## src/rtl/reg_file_2w.sv

```systemverilog
`default_nettype none
// ============================================================================
//  Module      : reg_file_2w
//  Description : Register file with two write ports, three combinational read
//                ports, optional same-cycle write forwarding, optional
//                hardwired-zero register 0, Zero/Carry/Done flag registers
//                and a HALT/RUN controller that gates every write.
//  Revision    : 1.0  initial release
// ============================================================================
module reg_file_2w #(
    parameter int W       = 8,
    parameter int D       = 4,
    parameter int BYPASS  = 1,
    parameter int R0_ZERO = 0
) (
    input  logic         Clk,
    input  logic         Reset,
    input  logic         Start,
    output logic         Running,
    input  logic         WeA,
    input  logic [D-1:0] WaddrA,
    input  logic [W-1:0] WdataA,
    input  logic         WeB,
    input  logic [D-1:0] WaddrB,
    input  logic [W-1:0] WdataB,
    input  logic [D-1:0] RaddrA,
    input  logic [D-1:0] RaddrB,
    input  logic [D-1:0] RaddrC,
    output logic [W-1:0] DataOutA,
    output logic [W-1:0] DataOutB,
    output logic [W-1:0] DataOutC,
    input  logic         FlagWe,
    input  logic         ZeroIn,
    input  logic         CarryIn,
    input  logic         DoneIn,
    output logic         ZeroOut,
    output logic         CarryOut,
    output logic         DoneOut
);

    localparam int NREG = 2 ** D;

    localparam logic [0:0] c_HALT = 1'b0;
    localparam logic [0:0] c_RUN  = 1'b1;

    logic [0:0]   r_state;
    logic [0:0]   w_next_state;
    logic         w_run;
    logic         w_acc_a;
    logic         w_acc_b;
    logic         w_flag_wr;
    logic [W-1:0] r_regs [NREG];
    logic         r_zero;
    logic         r_carry;
    logic         r_done;

    assign w_run = (r_state == c_RUN);

    // A write is accepted only in RUN; address 0 is read-only when hardwired.
    assign w_acc_a   = w_run && WeA && !((R0_ZERO != 0) && (WaddrA == '0));
    assign w_acc_b   = w_run && WeB && !((R0_ZERO != 0) && (WaddrB == '0));
    assign w_flag_wr = w_run && FlagWe;

    // State register.
    always_ff @(posedge Clk) begin
        if (Reset) begin
            r_state <= c_HALT;
        end else begin
            r_state <= w_next_state;
        end
    end

    // Next state: Start launches from HALT, a flag write carrying Done halts.
    always_comb begin
        w_next_state = r_state;
        case (r_state)
            c_HALT: begin
                if (Start) begin
                    w_next_state = c_RUN;
                end
            end
            c_RUN: begin
                if (FlagWe && DoneIn) begin
                    w_next_state = c_HALT;
                end
            end
            default: w_next_state = c_HALT;
        endcase
    end

    // Controller outputs.
    always_comb begin
        Running = 1'b0;
        if (r_state == c_RUN) begin
            Running = 1'b1;
        end
    end

    // Register array; port B is written last so it wins an address collision.
    always_ff @(posedge Clk) begin
        if (Reset) begin
            for (int i = 0; i < NREG; i++) begin
                r_regs[i] <= '0;
            end
        end else begin
            if (w_acc_a) begin
                r_regs[WaddrA] <= WdataA;
            end
            if (w_acc_b) begin
                r_regs[WaddrB] <= WdataB;
            end
        end
    end

    // Flag registers: Zero/Carry follow flag writes, Done is cleared on launch.
    always_ff @(posedge Clk) begin
        if (Reset) begin
            r_zero  <= 1'b0;
            r_carry <= 1'b0;
            r_done  <= 1'b1;
        end else begin
            if (!w_run && Start) begin
                r_done <= 1'b0;
            end
            if (w_flag_wr) begin
                r_zero  <= ZeroIn;
                r_carry <= CarryIn;
                if (DoneIn) begin
                    r_done <= 1'b1;
                end
            end
        end
    end

    assign ZeroOut  = r_zero;
    assign CarryOut = r_carry;
    assign DoneOut  = r_done;

    // One read port: hardwired zero first, then forwarded data (B over A),
    // then the stored value.
    function automatic logic [W-1:0] f_read(
        input logic [D-1:0] addr,
        input logic [W-1:0] stored,
        input logic         acc_a,
        input logic [D-1:0] waddr_a,
        input logic [W-1:0] wdata_a,
        input logic         acc_b,
        input logic [D-1:0] waddr_b,
        input logic [W-1:0] wdata_b
    );
        logic [W-1:0] v;
        v = stored;
        if ((R0_ZERO != 0) && (addr == '0)) begin
            v = '0;
        end else if ((BYPASS != 0) && acc_b && (waddr_b == addr)) begin
            v = wdata_b;
        end else if ((BYPASS != 0) && acc_a && (waddr_a == addr)) begin
            v = wdata_a;
        end
        return v;
    endfunction

    // Combinational read ports.
    always_comb begin
        DataOutA = f_read(RaddrA, r_regs[RaddrA], w_acc_a, WaddrA, WdataA,
                          w_acc_b, WaddrB, WdataB);
        DataOutB = f_read(RaddrB, r_regs[RaddrB], w_acc_a, WaddrA, WdataA,
                          w_acc_b, WaddrB, WdataB);
        DataOutC = f_read(RaddrC, r_regs[RaddrC], w_acc_a, WaddrA, WdataA,
                          w_acc_b, WaddrB, WdataB);
    end

endmodule
`default_nettype wire

```

## config.mk

```make
export PLATFORM = sky130hd
export DESIGN_NAME = reg_file_2w
export DESIGN_NICKNAME = d
export VERILOG_FILES = /design/src/rtl/reg_file_2w.sv
export SDC_FILE = /design/constraint.sdc
export NUM_CORES = 1
export LEC_CHECK = 0
export BUFFER_PORTS_ARGS = -buffer_cell sky130_fd_sc_hd__buf_2
export CELL_PAD_IN_SITES_DETAIL_PLACEMENT = 0
export CELL_PAD_IN_SITES_GLOBAL_PLACEMENT = 2
export CORE_MARGIN = 1
export CORE_UTILIZATION = 35
export CTS_BUF_LIST = sky130_fd_sc_hd__clkbuf_4
export CTS_CLUSTER_SIZE = 40
export DETAILED_ROUTE_END_ITERATION = 6
export GPL_TIMING_DRIVEN = 1
export PLACE_DENSITY = 0.76
export SYNTH_ARGS = -nofsm -noshare
export SYNTH_HDL_FRONTEND = slang
export SYNTH_SLANG_ARGS = --single-unit
```

## constraint.sdc

```tcl
create_clock -name Clk -period 4.85 [get_ports Clk]
set_input_delay 0.2425 -clock Clk [delete_from_list [all_inputs] [get_ports Clk]]
set_output_delay 0.2425 -clock Clk [all_outputs]
set_load 0.01 [all_outputs]
```

# ---- After elaboration in Yosys (flattened, before gate mapping)
# Memory sizes are Yosys's and may differ from the RTL's.
# Cells that the tools add are included.
dict set report classes {
  add_sub_neg 0
  n_mul 0
  n_div 0
  magnitude_cmp 0
  eq_ne 6
  n_shift 0
  n_mux 27
  bitwise_logic 1
  reduce_logical 14
}
# operator n
set op_table {}
lappend op_table {{$mux 8} 8}
lappend op_table {{$eq 4x4->1} 6}
lappend op_table {{$mux 1} 16}
lappend op_table {{$reduce_or 8->1} 2}
lappend op_table {{$logic_and 1x1->1} 11}
lappend op_table {{$mux 4} 2}
lappend op_table {{$pmux 1 s2} 1}
lappend op_table {{$logic_not 1->1} 1}
lappend op_table {{$not 1->1} 1}
dict set report totals {
  regBits 4
  latchBits 0
  ram_bits 128
  rom_bits 0
  inputBits 45
  out_inout_bits 28
  word_cells 53
  mem_count 1
}
# memory depth word_bits rd rd_ports_with_merged_regs write_ports line_no
set memory_table {}
lappend memory_table {r_regs 16 8 3 0 16 52} ;# logic [W-1:0] r_regs [NREG];

# ---- Depth between registers and ports, before layout
# Gate-level depths: netlist of the first run.
dict set report logic_depth {
  depth_word 6
  depth_mapped 8
  mapped_depth_nobuf 5
}

# ---- Least setup slack after synthesis of the first run
# OpenSTA, ideal clock, no wires.
dict set report synth_timing {
  path_kind {flip-flop to flip-flop}
  startpoint {reg r_state}
  endpoint {mem r_regs[2][0] (enable)}
  setup_ns 0.326
  t_arrival_ns 1.834
  required_ns 4.524
  path_slack_ns 2.690
  path_stages_with_launch 7
  synth_period_minus_slack_ns 2.160
  path_cell_list {dfxtp_1 -> buf_6 -> nand2_4 -> or4b_4 -> buf_6 -> nor3_4 -> a211o_1}
}
# item line_no
set synth_rtl {}
lappend synth_rtl {{start: declaration} 46} ;# logic [0:0] r_state;
lappend synth_rtl {{start signal: assignment} 67} ;# r_state <= c_HALT;
lappend synth_rtl {{start signal: assignment} 69} ;# r_state <= w_next_state;
lappend synth_rtl {{end: declaration} 52}

# ---- Final worst setup path of the first run
dict set report layout_timing {
  startpoint {reg r_state}
  endpoint {out DataOutB[1]}
}
dict set report layout_between {
  elab_chain_cells 4
  word_cells_on_any_way 6
}
# item line_no
set layout_rtl {}
lappend layout_rtl {{$logic_and 1x1->1} 60} ;# assign w_acc_a = w_run && WeA && !((R0_ZERO != 0) && (WaddrA == '0));
lappend layout_rtl {{$logic_and 1x1->1} 157} ;# end else if ((BYPASS != 0) && acc_a && (waddr_a == addr)) begin
lappend layout_rtl {{$mux 8} 157}
lappend layout_rtl {{$mux 8 *} 155} ;# end else if ((BYPASS != 0) && acc_b && (waddr_b == addr)) begin
lappend layout_rtl {{end: declaration} 30} ;# output logic [W-1:0] DataOutB,
# Every way passes the cells marked *; elsewhere a longest branch is shown, timed or not.

==> results of run 1 <==
==> Yosys cell counts, types with 3 or more instances <==
| master | count |
|---|---|
| sky130_fd_sc_hd__nand2_1 | 15 |
| sky130_fd_sc_hd__o22ai_1 | 7 |
| sky130_fd_sc_hd__nand2b_1 | 9 |
| sky130_fd_sc_hd__a221oi_1 | 7 |
| sky130_fd_sc_hd__inv_1 | 16 |
| sky130_fd_sc_hd__nand3_1 | 5 |
| sky130_fd_sc_hd__edfxtp_1 | 128 |
| sky130_fd_sc_hd__buf_2 | 16 |
| sky130_fd_sc_hd__buf_1 | 19 |
| sky130_fd_sc_hd__or3_1 | 6 |
| sky130_fd_sc_hd__o21ai_0 | 14 |
| sky130_fd_sc_hd__xor2_1 | 6 |
| sky130_fd_sc_hd__a21oi_1 | 7 |
| sky130_fd_sc_hd__nor3_4 | 3 |
| sky130_fd_sc_hd__nor3_2 | 15 |
| sky130_fd_sc_hd__buf_6 | 6 |
| sky130_fd_sc_hd__mux4_2 | 89 |
| sky130_fd_sc_hd__xnor2_1 | 18 |
| sky130_fd_sc_hd__dfxtp_1 | 4 |
| sky130_fd_sc_hd__a222oi_1 | 14 |
| sky130_fd_sc_hd__nor2b_1 | 8 |
| sky130_fd_sc_hd__o221ai_1 | 14 |
| sky130_fd_sc_hd__o22a_1 | 14 |
| sky130_fd_sc_hd__nand4_1 | 5 |
| sky130_fd_sc_hd__nor2_1 | 15 |
| sky130_fd_sc_hd__and3_1 | 7 |
| sky130_fd_sc_hd__a211o_1 | 12 |
| sky130_fd_sc_hd__buf_4 | 7 |
| sky130_fd_sc_hd__clkbuf_1 | 37 |
| sky130_fd_sc_hd__a22o_1 | 128 |
| sky130_fd_sc_hd__nor4_4 | 3 |
| sky130_fd_sc_hd__mux2i_1 | 20 |
| sky130_fd_sc_hd__nor2_4 | 9 |
| sky130_fd_sc_hd__nor2_2 | 3 |
| sky130_fd_sc_hd__mux2_2 | 7 |
==> registers in the layout (all words and copies together) (netlist names) <==
| register | count |
|---|---|
| ZeroOut | 1 |
| r_regs | 128 |
| r_state | 1 |
| CarryOut | 1 |
| DoneOut | 1 |
==> power by group through the flow <==
stage / Sequential, W / Clock (W) / Combinational, W
finish: 0.00133 / 0.000826 / 0.000521
global route: 0.00134 / 0.000877 / 0.000550
CTS: 0.00133 / 0.000833 / 0.000516
detailed placement: 0.00136 / 0 / 0.000509
global placement: 0.00135 / 0 / 0.000502
floorplan: 0.00133 / 0 / 0.000366
==> per-stage QoR <==
step / setup slack, ps / cell area [um^2] / utilization, % / total power [W]
2_1_floorplan: 2690 / 9620 / - / 0.00170
3_3_place_gp: 1730 / 10000 / 37.1 / 0.00186
3_5_place_dp: 1660 / 10000 / 37.1 / 0.00187
4_1_cts: 1460 / 10400 / 38.5 / 0.00268
5_1_grt: 1160 / 10400 / 38.6 / 0.00276
6_report: 1260 / 10400 / 38.6 / 0.00268
==> layer usage <==
metal	vias to the layer above	global-route usage, %
li1	3059	-
met1	3856	29.7
met2	447	39.8
met3	75	6.25
met4	2	8.74
met5	-	1.57
==> worst paths after layout <==
| kind | slack [ps] | cells after the start | to |
|---|---|---|---|
| max | 1260 | 5 | DataOutB[1] |
| min | 170 | 2 | CarryOut$_SDFFE_PP0N_ |
| max reg2reg | 2120 | 4 | r_regs[0][4]$_DFFE_PP_ |
| min reg2reg | 480 | 2 | CarryOut$_SDFFE_PP0N_ |
==> kinds of logic (layout without fill, tap and decap cells) <==
logic type,after synthesis,in the layout,synth area share [%]
xor+xnor,24,24,2.19
buf+inv,102,129,4.94
mux,116,116,23.7
simple gates,117,117,8.86
other cells,0,1,0
flops,132,132,40.8
compound gates,223,223,19.5
==> final cells by class <==
| cell class | count | area, um^2 |
|---|---|---|
| Fill cell | 2550 | 16600 |
| Inverter | 16 | 60.1 |
| Sequential cell | 132 | 3920 |
| Tap cell | 341 | 427 |
| Clock inverter | 14 | 175 |
| Timing Repair Buffer | 81 | 448 |
| Clock buffer | 18 | 135 |
| Multi-Input combinational cell | 480 | 5220 |
| Antenna cell | 1 | 2.50 |
==> flow_results.org, run 1 <==
** Power and ir drop
- The share of total power dissipated in combinational logic is 19.4%.
- Leakage power of the design :: 3.60 nW
- Internal portion of total power :: 0.00188 W
- For this design the total switching power over the nets is 0.000803 W.
- For this design the ratio of total power to cell area is 258 mW/mm^2.
- Sw frac :: 30.0%
- The clock network accounts for 30.8% of the total power.
- The worst-case IR drop observed on VDD is 119 uV.
- The share of total power dissipated in sequential elements is 49.7%.

** Finish
- Share of cells above drive strength 1 :: 32.4%
- The finished layout holds 1083 standard cells, fillers aside.
- Leaving out fill and tap cells, the most frequent cells in the layout are 128 x sky130_fd_sc_hd__a22o_1, 128 x sky130_fd_sc_hd__edfxtp_1, 89 x sky130_fd_sc_hd__mux4_2, 72 x sky130_fd_sc_hd__buf_2, 20 x sky130_fd_sc_hd__mux2i_1.
- Area growth from synthesis to final layout :: 8.03%
- Final layout net count :: 773

** Logic synthesis
- Number of enable flip-flop cells after synthesis :: 128
- Cell count after synthesis :: 714
- The share of synthesized area in the top cell type comes to 40.0%.
- After synthesis, the share of flip-flops with an asynchronous set or reset is 0%.
- Number of nets in the synthesized netlist :: 759
- Post-synth top area cell :: sky130_fd_sc_hd__edfxtp_1
- In this run, synthesis produced a sequential element count of 132.
- The synthesized netlist occupies a cell area of 0.00962 mm^2.
- Most used flip-flop cell after synthesis :: sky130_fd_sc_hd__edfxtp_1
- Sorting the synthesized cells by area gives the leading types as sky130_fd_sc_hd__edfxtp_1 40%, sky130_fd_sc_hd__mux4_2 21%, sky130_fd_sc_hd__a22o_1 12%, sky130_fd_sc_hd__mux2i_1 2.1%, sky130_fd_sc_hd__xnor2_1 1.6%.
- After synthesis, flip-flops and latches occupy 40.8% of the total area.
- Mean post-synth cell area :: 13.5 um^2
- Number of warning messages in the yosys log :: 0
- Distinct cell type count of the synthesized netlist :: 51

** STA
- Max-slew violations :: 0
- Final setup violating endpoints :: 0
- For the final routed database, the setup TNS stands at 0 ps.
- Fraction of the cycle the final worst path needs :: 74.1%
- Across all hold checks on the routed design, the worst slack comes to 171 ps.
- Number of failing hold endpoints at the final stage :: 0
- Headroom to the max-slew limit came out at 28.0%.
- Setup repair after global routing left no endpoint under its margin.
- Setup skew after layout :: 29.9 ps
- Worst-Margin Slew :: 1070 ps
- Crit path time final :: 3590 ps
- Upper clock frequency limit :: 278 MHz

** Drt
- After detailed routing, the number of remaining DRC violations is 0.
- Once detail routing completed, the nets flagged for antenna violations numbered 0.
- Total wire length after detailed routing :: 33200 um
- Drt wl/cell :: 30.6 um
- Average via count per standard cell :: 6.87
- Routed met1 length :: 12800 um
- After detailed routing, the met3 layer carries 3310 um of wire.
- Uppermost routed layer :: met5
- Metal2 WL :: 16100 um
- First-pass DRT Iterations :: 7
- Iteration-0 DRC Markers :: 984
- The final route contains 7439 vias.

** Critical path
- Data required, critical path :: 4610 ps
- Worst setup path class :: flop to primary output
- Traced cell by cell, the critical path runs through nand2_4, nor3_2, nor2b_1, a222oi_1, buf_2.
- STA puts the critical path data arrival time at 3350 ps.
- Critical path's largest stage delay :: 890 ps
- The worst setup path is launched from a flop.
- Together, buffers and inverters on the worst path number 1.
- Largest driver fanout on the critical path :: 11
- Crit. Startpoint :: r_state$_SDFF_PP0_
- On the critical path, the stage with the largest delay is an instance of sky130_fd_sc_hd__nor3_2.
- STA classifies the critical path endpoint as a primary output.
- Kind of cell with the highest combined delay on the critical path :: simple AND/OR/NAND/NOR gates
- The startpoint identified for the worst register-to-register timing path is r_state$_SDFF_PP0_.

** Clocking
- Clock tree from TritonCTS :: done
- Post-CTS repair changed the size of 0 cells.
- Clock Root Buffer :: sky130_fd_sc_hd__clkbuf_4
- TritonCTS created 17 clock buffers.
- Later-pin clock latency in the skew report :: 560 ps
- Total setup buffers inserted after CTS :: 0
- Hold-fix buffers at CTS :: 8
- H-Tree Level Count :: 4
- Buffers from clock root to sink, at most :: 2
- Clock tree synthesis found a total of 132 sinks.
- Clock-pin slew was measured on the worst setup and hold paths at 140 ps.

** Min path
- The worst hold path belongs to the class primary input to flop.
- Worst hold path startpoint :: Reset

** GRT
- Entering global routing, the biggest net connects 36 pins.
- The first global-routing pass estimated 48800 um of wire.
- The number of antenna violations at the first check in global routing came to 1.
- Number of global-route vias before repair :: 7571
- Total global-route track usage :: 23.9%
- For this run the aggregate overflow at the end of global routing stands at 0.

** Floorplan
- Measured along the x axis, the die boundary spans 168 um.
- For this configuration, the core starts out at a cell density of 35.7%.
- Core Box Area :: 0.0270 mm^2
- IO Pins :: 73
- Vertical die dimension :: 168 um
- The die covers 0.0281 mm^2.
- The floorplan has 60 rows.

** Placed design
- Routability-driven placement finished with a final weighted congestion of 0.982.
- In this run, placement finished with an instance count of 1042.
- Port Buffers :: 72
- Detailed placement ended at an HPWL of 24600 um.

** Outcome
- Outcome :: finished, final reports clean

** Run
- Max cap viols :: 0
(Power assumes the default switching activity.)
==> inputs of run 2 (changes only) <==
--- a/config.mk
+++ b/config.mk
@@ -14,7 +14,7 @@
 export CTS_CLUSTER_SIZE = 40
 export DETAILED_ROUTE_END_ITERATION = 6
 export GPL_TIMING_DRIVEN = 1
-export PLACE_DENSITY = 0.76
+export PLACE_DENSITY = 0.79
 export SYNTH_ARGS = -nofsm -noshare
 export SYNTH_HDL_FRONTEND = slang
 export SYNTH_SLANG_ARGS = --single-unit
==> constraint.sdc (replaced) <==
create_clock -name Clk -period 3 [get_ports Clk]
set_input_delay 0.15 -clock Clk [delete_from_list [all_inputs] [get_ports Clk]]
set_output_delay 0.15 -clock Clk [all_outputs]
set_load 0.01 [all_outputs]
==> flow_results.org, run 2 (synthesis results as in run 1) <==
** Outcome
- Outcome :: finished, final reports clean

** Critical path
- On the critical path, the stage with the largest delay is an instance of sky130_fd_sc_hd__dfxtp_2.
- The largest fanout on the critical path came to 11 (unchanged).
- Data arrival time of the worst path :: 2660 ps (-690 ps)
- The worst setup path is captured at a primary output.
- The setup path with the least slack is of type flop to primary output.
- Worst reg2reg path endpoint :: r_regs[1][1]$_DFFE_PP_
- On the critical path the largest part of the delay comes from simple AND/OR/NAND/NOR gates.
- The signal on the critical path passes through nand2_1, nor2_1, nand4_1, nor2b_1, buf_4, a222oi_1, buf_2.
- R2r worst-path depth :: 4 (unchanged)
- The register-to-register setup slack was 480 ps (-1640 ps).
- The startpoint identified for the worst register-to-register timing path is r_state$_SDFF_PP0_.
- Tracing the worst setup path back leads to its startpoint at r_state$_SDFF_PP0_.
- Category of the worst setup path launch point :: flop
- Critical path's largest stage delay :: 490 ps (-400 ps)
- The worst endpoint required time came to 2850 ps (-1760 ps).
- The count of buffer and inverter cells on the critical path came to 2 (+1).

** Drt
- The wire length reported by the detailed router came to 34100 um (+2.9%).
- The post-detailed-route wirelength per cell came to 30.6 um (-0.20%).
- First-pass DRT Iterations :: 7 (unchanged)
- Average via count per standard cell :: 6.76 (-1.6%)
- Iteration-0 DRC Markers :: 1053 (+7.0%)
- DR vias :: 7547 (+1.5%)
- Post-route DRC :: 0 (unchanged)
- Detail Route Antenna Nets :: 0 (unchanged)

** Finish
- The area growth from synthesis to layout is 10.8%.
- The final layout net count came to 807 (+4.4%).
- The share of final-layout standard cells stronger than drive strength 1 was 35.2% (+2.8 points).
- Max reg flops :: 128 (unchanged)
- The top cell types in the final layout, fill and taps aside, are 128 x sky130_fd_sc_hd__a22o_1, 128 x sky130_fd_sc_hd__edfxtp_1, 89 x sky130_fd_sc_hd__mux4_2, 72 x sky130_fd_sc_hd__buf_2, 31 x sky130_fd_sc_hd__buf_4.
- Biggest register :: r_regs

** Floorplan
- The total number of placement rows was 60 (unchanged).
- Vertical die dimension :: 168 um (unchanged)
- IO Pins :: 73 (unchanged)
- Die Outline Area :: 0.0281 mm^2 (unchanged)
- The placeable core region came to 0.0270 mm^2 (unchanged).
- The initial core utilization was 35.7% (unchanged).
- The die width is 168 um (unchanged).

** GRT
- Grt total ovfl :: 0 (unchanged)
- The total routing usage reported by global routing came to 24.6% (+0.75 points).
- The number of antenna violations at the first check in global routing was 1 (unchanged).
- The via count of the first global-routing pass is 7430 (-1.9%).
- The global-route wire length before repair was 50000 um (+2.4%).
- The pin count of the biggest net entering global routing is 29 (-19%).

** STA
- Setup repair after global routing left no endpoint under its margin.
- Relative slew slack :: 31.5% (+3.4 points)
- The worst path uses 93.6% of the clock period.
- Final setup violating endpoints :: 0 (unchanged)
- The total negative setup slack was 0 ps (unchanged).
- Setup skew after layout :: 22.8 ps (-7.06 ps)
- Upper clock frequency limit :: 356 MHz
- Crit path time final :: 2810 ps
- Worst-Margin Slew :: 1020 ps (-47.2 ps)
- The max-slew violation count is 0 (unchanged).
- Number of failing hold endpoints at the final stage :: 0 (unchanged)

** Min path
- In this run the worst hold path is classified as primary input to flop.
- The number of cells traversed by the worst hold path was 3 (+1).
- The worst hold path terminates at r_regs[3][2]$_DFFE_PP_.
- The startpoint identified for the worst hold timing path is WdataB[2].

** Power and ir drop
- The maximum ir drop on the vdd rail came to 189 uV (+59%).
- The power density normalized to cell area is 402 mW/mm^2 (+56%).
- Leakage power of the design :: 3.78 nW (+4.8%)
- PnR Total Power :: 0.00428 W (+60%)

** Placed design
- Final weighted congestion in routability-driven placement :: 0.852 (-13%)
- Placed wire-length estimate after detailed placement :: 24400 um (-0.68%)
- Port Buffers :: 72 (unchanged)

** Clocking
- The clock-pin slew of the registers on the worst-case setup and hold paths was 150 ps (about the same).
- The number of buffers inserted to repair setup after CTS is 0 (unchanged).
- The buffer depth of the longest clock path came to 2 (unchanged).
- The insertion delay to the later sink of the worst-skew pair came to 560 ps (about the same).
- The maximum level of the CTS H-tree is 4 (unchanged).
- The clock sink count was 132 (unchanged).
- TritonCTS built the clock tree.
- The total clock buffers created by CTS came to 17 (unchanged).
- Clock Root Buffer :: sky130_fd_sc_hd__clkbuf_4

** Run
- The max-cap violation count is 0 (unchanged).
run 2: worst max-delay path by stage:
stage                     slack, ps                      to  depth (start not counted)
final                           190             DataOutC[2]                          7
after global placement          440  r_regs[1][4]$_DFFE_PP_                          4
after CTS                        50             DataOutC[2]                          7
after floorplan                 840  r_regs[2][0]$_DFFE_PP_                          6
after global routing             80             DataOutC[2]                          7
after detailed placement        400  r_regs[1][0]$_DFFE_PP_                          4
run 2: final cells by class:
| class | count | area [um^2] |
|---|---|---|
| Timing Repair Buffer | 115 | 733 |
| Tap cell | 341 | 427 |
| Multi-Input combinational cell | 480 | 5220 |
| Clock inverter | 15 | 159 |
| Inverter | 16 | 60.1 |
| Sequential cell | 132 | 3930 |
| Antenna cell | 1 | 2.50 |
| Fill cell | 2534 | 16300 |
| Clock buffer | 17 | 128 |
run 2: per-layer routing:
metal | global-route usage (%) | part of all wire, % | vias to the layer above
met2 | 40.7 | 48 | 523
met3 | 5.08 | 10 | 80
met1 | 32.4 | 39 | 3813
met5 | 0 | 0 | -
met4 | 8.02 | 2.5 | 0
li1 | - | - | 3131
run 2: repair_timing:
item	CTS	global route
hold endpoints to repair	4	0
gates resized for setup	0	1
setup endpoints to repair	0	9
hold buffers	10	0
run 2: report_power, final:
| group | switching [W] | internal, W |
|---|---|---|
| clock network | 0.000806 | 0.000448 |
| logic | 0.000509 | 0.000367 |
| registers | 0.0000618 | 0.00209 |
run 2: worst register-to-register path, stage by stage (launching register included):
cell and delay, ps:
sky130_fd_sc_hd__dfxtp_2 490, sky130_fd_sc_hd__nand2_4 120, sky130_fd_sc_hd__or3b_1 560, sky130_fd_sc_hd__nor3_4 540, sky130_fd_sc_hd__a211o_1 460
run 2: stage by stage:
step	utilization [%]	setup slack, ps	area, um^2	hold slack, ps	std cells
after floorplan	-	840	9620	265	714
after global placement	38.1	439	10300	375	1074
after detailed placement	38.1	397	10300	377	1074
after CTS	39.5	51.1	10600	117	1116
after global routing	39.5	77.5	10700	138	1117
final	39.5	193	10700	159	1117
